$ cat config.mk
export PLATFORM = sky130hd
export DESIGN_NAME = inst_fetch_buffer
export DESIGN_NICKNAME = d
export VERILOG_FILES = /design/src/rtl/inst_fetch_buffer.sv
export SDC_FILE = /design/constraint.sdc
export NUM_CORES = 1
export LEC_CHECK = 0
export ABC_AREA = 0
export ABC_CLOCK_PERIOD_IN_PS = 18300
export CORE_UTILIZATION = 46
export DETAILED_ROUTE_END_ITERATION = 10
export DONT_BUFFER_PORTS = 1
export GPL_TIMING_DRIVEN = 0
export PLACE_DENSITY = 0.57
export SLEW_MARGIN = 10
export SYNTH_ARGS = -nofsm -noshare
export SYNTH_HDL_FRONTEND = slang
export SYNTH_SLANG_ARGS = --single-unit
$ cat constraint.sdc
create_clock -name clock -period 18.3 [get_ports clock]
set_input_delay 5.49 -clock clock [delete_from_list [all_inputs] [get_ports clock]]
set_output_delay 5.49 -clock clock [all_outputs]
set_load 0.02 [all_outputs]
$ cat src/rtl/inst_fetch_buffer.sv
// inst_fetch_buffer
//   Decoupling FIFO between instruction fetch and decode/dispatch. Every
//   valid packet from fetch is captured and then handed to decode in order
//   through a valid/ready handshake. Fetch is throttled through if_valid,
//   and a flush discards everything that is buffered.
//
// Packet layout (IF_ID_PACKET, 97 bits, MSB first):
//   [96:65] inst   [64:33] PC   [32:1] NPC   [0] valid
//
// Ports:
//   clock         system clock, rising edge
//   reset         asynchronous active-low reset
//   if_packet     packet from fetch
//   flush         squash all buffered packets this cycle
//   deq_ready     decode accepts the head packet this cycle
//   if_valid      to fetch: 1 = PC may advance (buffer not full)
//   id_packet     head packet to decode (all zero when empty)
//   id_valid      id_packet holds a real instruction
//   count         current occupancy, 0..DEPTH
//   overflow_err  sticky: a valid packet arrived while full
module inst_fetch_buffer #(
  parameter int DEPTH = 8,
  parameter int CNT_W = $clog2(DEPTH + 1)
) (
  input  logic             clock,
  input  logic             reset,
  input  logic [96:0]      if_packet,
  input  logic             flush,
  input  logic             deq_ready,
  output logic             if_valid,
  output logic [96:0]      id_packet,
  output logic             id_valid,
  output logic [CNT_W-1:0] count,
  output logic             overflow_err
);

  localparam int PTR_W = $clog2(DEPTH);

  // The valid bit is implied by occupancy, so only the payload is stored.
  logic [95:0]      mem [DEPTH];
  logic [PTR_W-1:0] head;
  logic [PTR_W-1:0] tail;
  logic [CNT_W-1:0] count_q;
  logic             full;
  logic             empty;
  logic             enq;
  logic             deq;

  // Full/empty come only from the count, so head==tail is never ambiguous.
  assign full  = (count_q == CNT_W'(DEPTH));
  assign empty = (count_q == '0);

  assign enq = if_packet[0] && !full && !flush;
  assign deq = !empty && deq_ready && !flush;

  always_ff @(posedge clock or negedge reset) begin
    if (!reset) begin
      head         <= '0;
      tail         <= '0;
      count_q      <= '0;
      overflow_err <= 1'b0;
    end else begin
      // Flush does not clear the overflow record.
      if (if_packet[0] && full && !flush) begin
        overflow_err <= 1'b1;
      end
      if (flush) begin
        head    <= '0;
        tail    <= '0;
        count_q <= '0;
      end else begin
        if (enq) begin
          tail <= tail + PTR_W'(1);
        end
        if (deq) begin
          head <= head + PTR_W'(1);
        end
        count_q <= count_q + CNT_W'(enq) - CNT_W'(deq);
      end
    end
  end

  // Storage needs no reset; stale entries are never visible because the
  // output is gated by the count.
  always_ff @(posedge clock) begin
    if (enq) begin
      mem[tail] <= if_packet[96:1];
    end
  end

  // All outputs derive from registers only: no path from if_packet or
  // deq_ready to any output, and no same-cycle bypass.
  assign count    = count_q;
  assign if_valid = !full;
  assign id_valid = !empty;

  always_comb begin
    id_packet = '0;
    if (!empty) begin
      id_packet = {mem[head], 1'b1};
    end
  end

endmodule

==> results.yml <==
outcome:
  status: "finished, final reports clean"
detailed_routing:
  detail_route.wl_per_cell_um: 28.0
  vias_per_cell: 5.71
  detail-route-antenna-nets: 0
  wirelength_um: 63000
  dr_total_vias: 12800
  drc: 0
  dr.pass1.iters: 4
  drtIter0Drc: 914
layout:
  layout_commonest_cell: "edfxtp_1"
  layout.nets: 1450
  drive_gt1_share_pct: 28.6
  n_antenna_cell: 0
  fin_cells: 2247
  layout_common_cells: "edfxtp_1 (768), mux4_2 (192), a22o_1 (96)"
  syn_to_final_growth_pct: 15.4
global_route:
  antenna_found_initial: 0
  grt_pass1_vias: 13900
  grt-ovfl-total: 0
  grt_usage_pct: 20.0
  grt_first_pass_wirelength_um: 92300
  grt_max_degree: 24
synthesis:
  yosysSeqAreaShare_pct: 79.5
  synth_edf_count: 768
  synth_seq_cells: 779
  async_reset_ff_share_pct: 1.41
  ys_warn_count: 0
  syn_nets: 1311
  syn_avg_cell_area_um2: 24.4
  synth_cell_types: 29
  synth_area_mm2: 0.0293
  syn_inst: 1201
  synth_ff_type: "edfxtp_1"
die:
  die_h_um: 255
  die-area_mm2: 0.0648
  fp.coreArea_mm2: 0.0631
  dieWidth_um: 255
  rows: 92
  io_pins: 205
  start_util_pct: 46.5
pwr:
  ir_drop_mv: 0.0817
  p_per_area_mw_per_mm2: 135
  leakagePower_uw: 0.0106
cts:
  clock-sinks: 779
  htree_levels: 3
  cts_resized: 0
  root_buffer: "clkbuf_16"
  cts_tree: "yes"
  clk_path_buf_depth: 3
  cts_hold_buffers: 0
  clk_latency_ns: 0.62
  postCtsSetupBuffers: 0
  cts.clk_slew.worst_paths_ns: 0.06
  cts-buffers-inserted: 81
critical_path:
  cp_cell_sequence: "inv_1 -> ha_1 -> nor3b_4 -> nor2_1 -> buf_2 -> buf_1 -> a22o_1"
  crit_fanout: 10
  path_class: "flip-flop to output pin"
  worst-path-buf-inv: 3
  r2r_start: "count[2]"
  crit_arrival_ns: 3.91
  crit_slowest_cell: "nor2_1"
  worst_setup_path_start_kind: "flip-flop"
  critPathTopFamily: "buffers and inverters"
  crit_required_ns: 12.81
  cp-end-kind: "output pin"
  slowest_delay_ns: 0.89
  cp-startpoint: "count[2]"
sta:
  finClkSkew_ns: 0.0200
  min_period_over_period_pct: 51.4
  setup_viol: 0
  rsz0062_at_grt: "no"
  hold_viol_final: 0
  slew_viol_final: 0
  max_clock_freq_mhz: 106
  worstMarginPinSlew_ns: 1.17
  whs_ns: 0.603
  finalCriticalPeriod_ns: 9.40
  maxSlewHeadroom_pct: 22.0
min_path:
  hp-start: "overflow_err"
  hold_class: "flip-flop to flip-flop"
placement:
  dp_hpwl_um: 41100
  place_inst: 2103
  io_buffers: 0
  gp_congestion: 0.738
run:
  cap_violations: 0
==> cells in the mapped netlist, types with 3 or more instances <==
cell      instances  area, um^2
nand3_1           5        25.0
a22o_1           96         841
buf_2            12        60.1
o21ai_0           4        20.0
a21oi_1           5        25.0
buf_6            14         158
inv_1             8        30.0
nor3_1            3        15.0
clkbuf_1         23        86.3
mux4_2          192        4320
nor2_1           11        41.3
nor2b_1           6        37.5
edfxtp_1        768       23100
ha_1              8         100
dfrtp_1          11         275
buf_1            11        41.3
buf_4             6        45.0
mux2_2            3        33.8
==> kinds of logic (layout without fill, tap and decap cells) <==
group / count (synthesis) / count (layout) / synth area share [%]
buffers and inverters: 75 / 275 / 1.45
multiplexers: 195 / 195 / 14.9
XOR/XNOR: 1 / 1 / 0.0299
AO/OA/AOI/OAI: 107 / 107 / 3.07
AND/OR/NAND/NOR: 35 / 35 / 0.652
adder cells (fa/ha/maj): 9 / 9 / 0.409
flip-flops: 779 / 779 / 79.5
==> metrics by stage <==
step	cell area (um^2)	total power, uW	setup slack (ns)	setup TNS (ns)	utilization [%]
floorplan	29300	2820	5.25	0	-
global placement	30400	3080	-2.27	-408.37	48.2
detailed placement	31300	3080	9.44	0	49.7
CTS	33900	4650	8.76	0	53.7
global route	33900	4750	8.72	0	53.7
finish	33900	4580	8.90	0	53.7
==> worst register-to-register path, stage by stage, from the launching register on <==
cell and delay (ns):
dfrtp_1 0.46, inv_1 0.12, ha_1 0.20, nor3b_1 0.18, inv_1 0.30, nand3_1 0.35
nor3_2 0.64, buf_6 0.24, buf_6 0.16, buf_6 0.15, buf_4 0.22, buf_4 0.23
==> cell type report <==
class                      instances  area (um^2)
inverter                           9         33.8
buffer                            66          390
clock buffer                     104         2240
clock inverter                    40          284
sequential                       779        23300
multi-input combinational        347         5630
timing repair buffer              56          893
fill                            4886        29200
tap                              846         1060
==> layer usage <==
layer / track usage (%) / routed length, um / vias up
met5: 0 / 0 / -
met4: 5.85 / 1210 / 0
met3: 5.89 / 4260 / 79
met2: 33.9 / 32300 / 278
met1: 24.9 / 25200 / 6993
li1: - / - / 5486
==> state kept, by name, summed over array words and instances (netlist names) <==
name,count
count,4
head,3
mem,768
overflow_err,1
tail,3
==> where the power goes <==
part / internal (uW) / switching, uW
Combinational: 368 / 605
Clock: 915 / 651
Sequential: 2020 / 21.8
==> final timing paths <==
| path | slack (ns) | to | depth (start not counted) |
|---|---|---|---|
| setup / recovery | 8.90 | id_packet[83] | 7 |
| hold / removal | 0.60 | overflow_err | 1 |
| setup reg to reg | 14.74 | mem[1][59] | 11 |
| hold reg to reg | 0.60 | overflow_err | 1 |
| max in group asynchronous | 13.65 | tail[2] | 0 |
| min in group asynchronous | 4.57 | count[1] | 0 |
No activity file was read; power rests on OpenSTA's default activity.
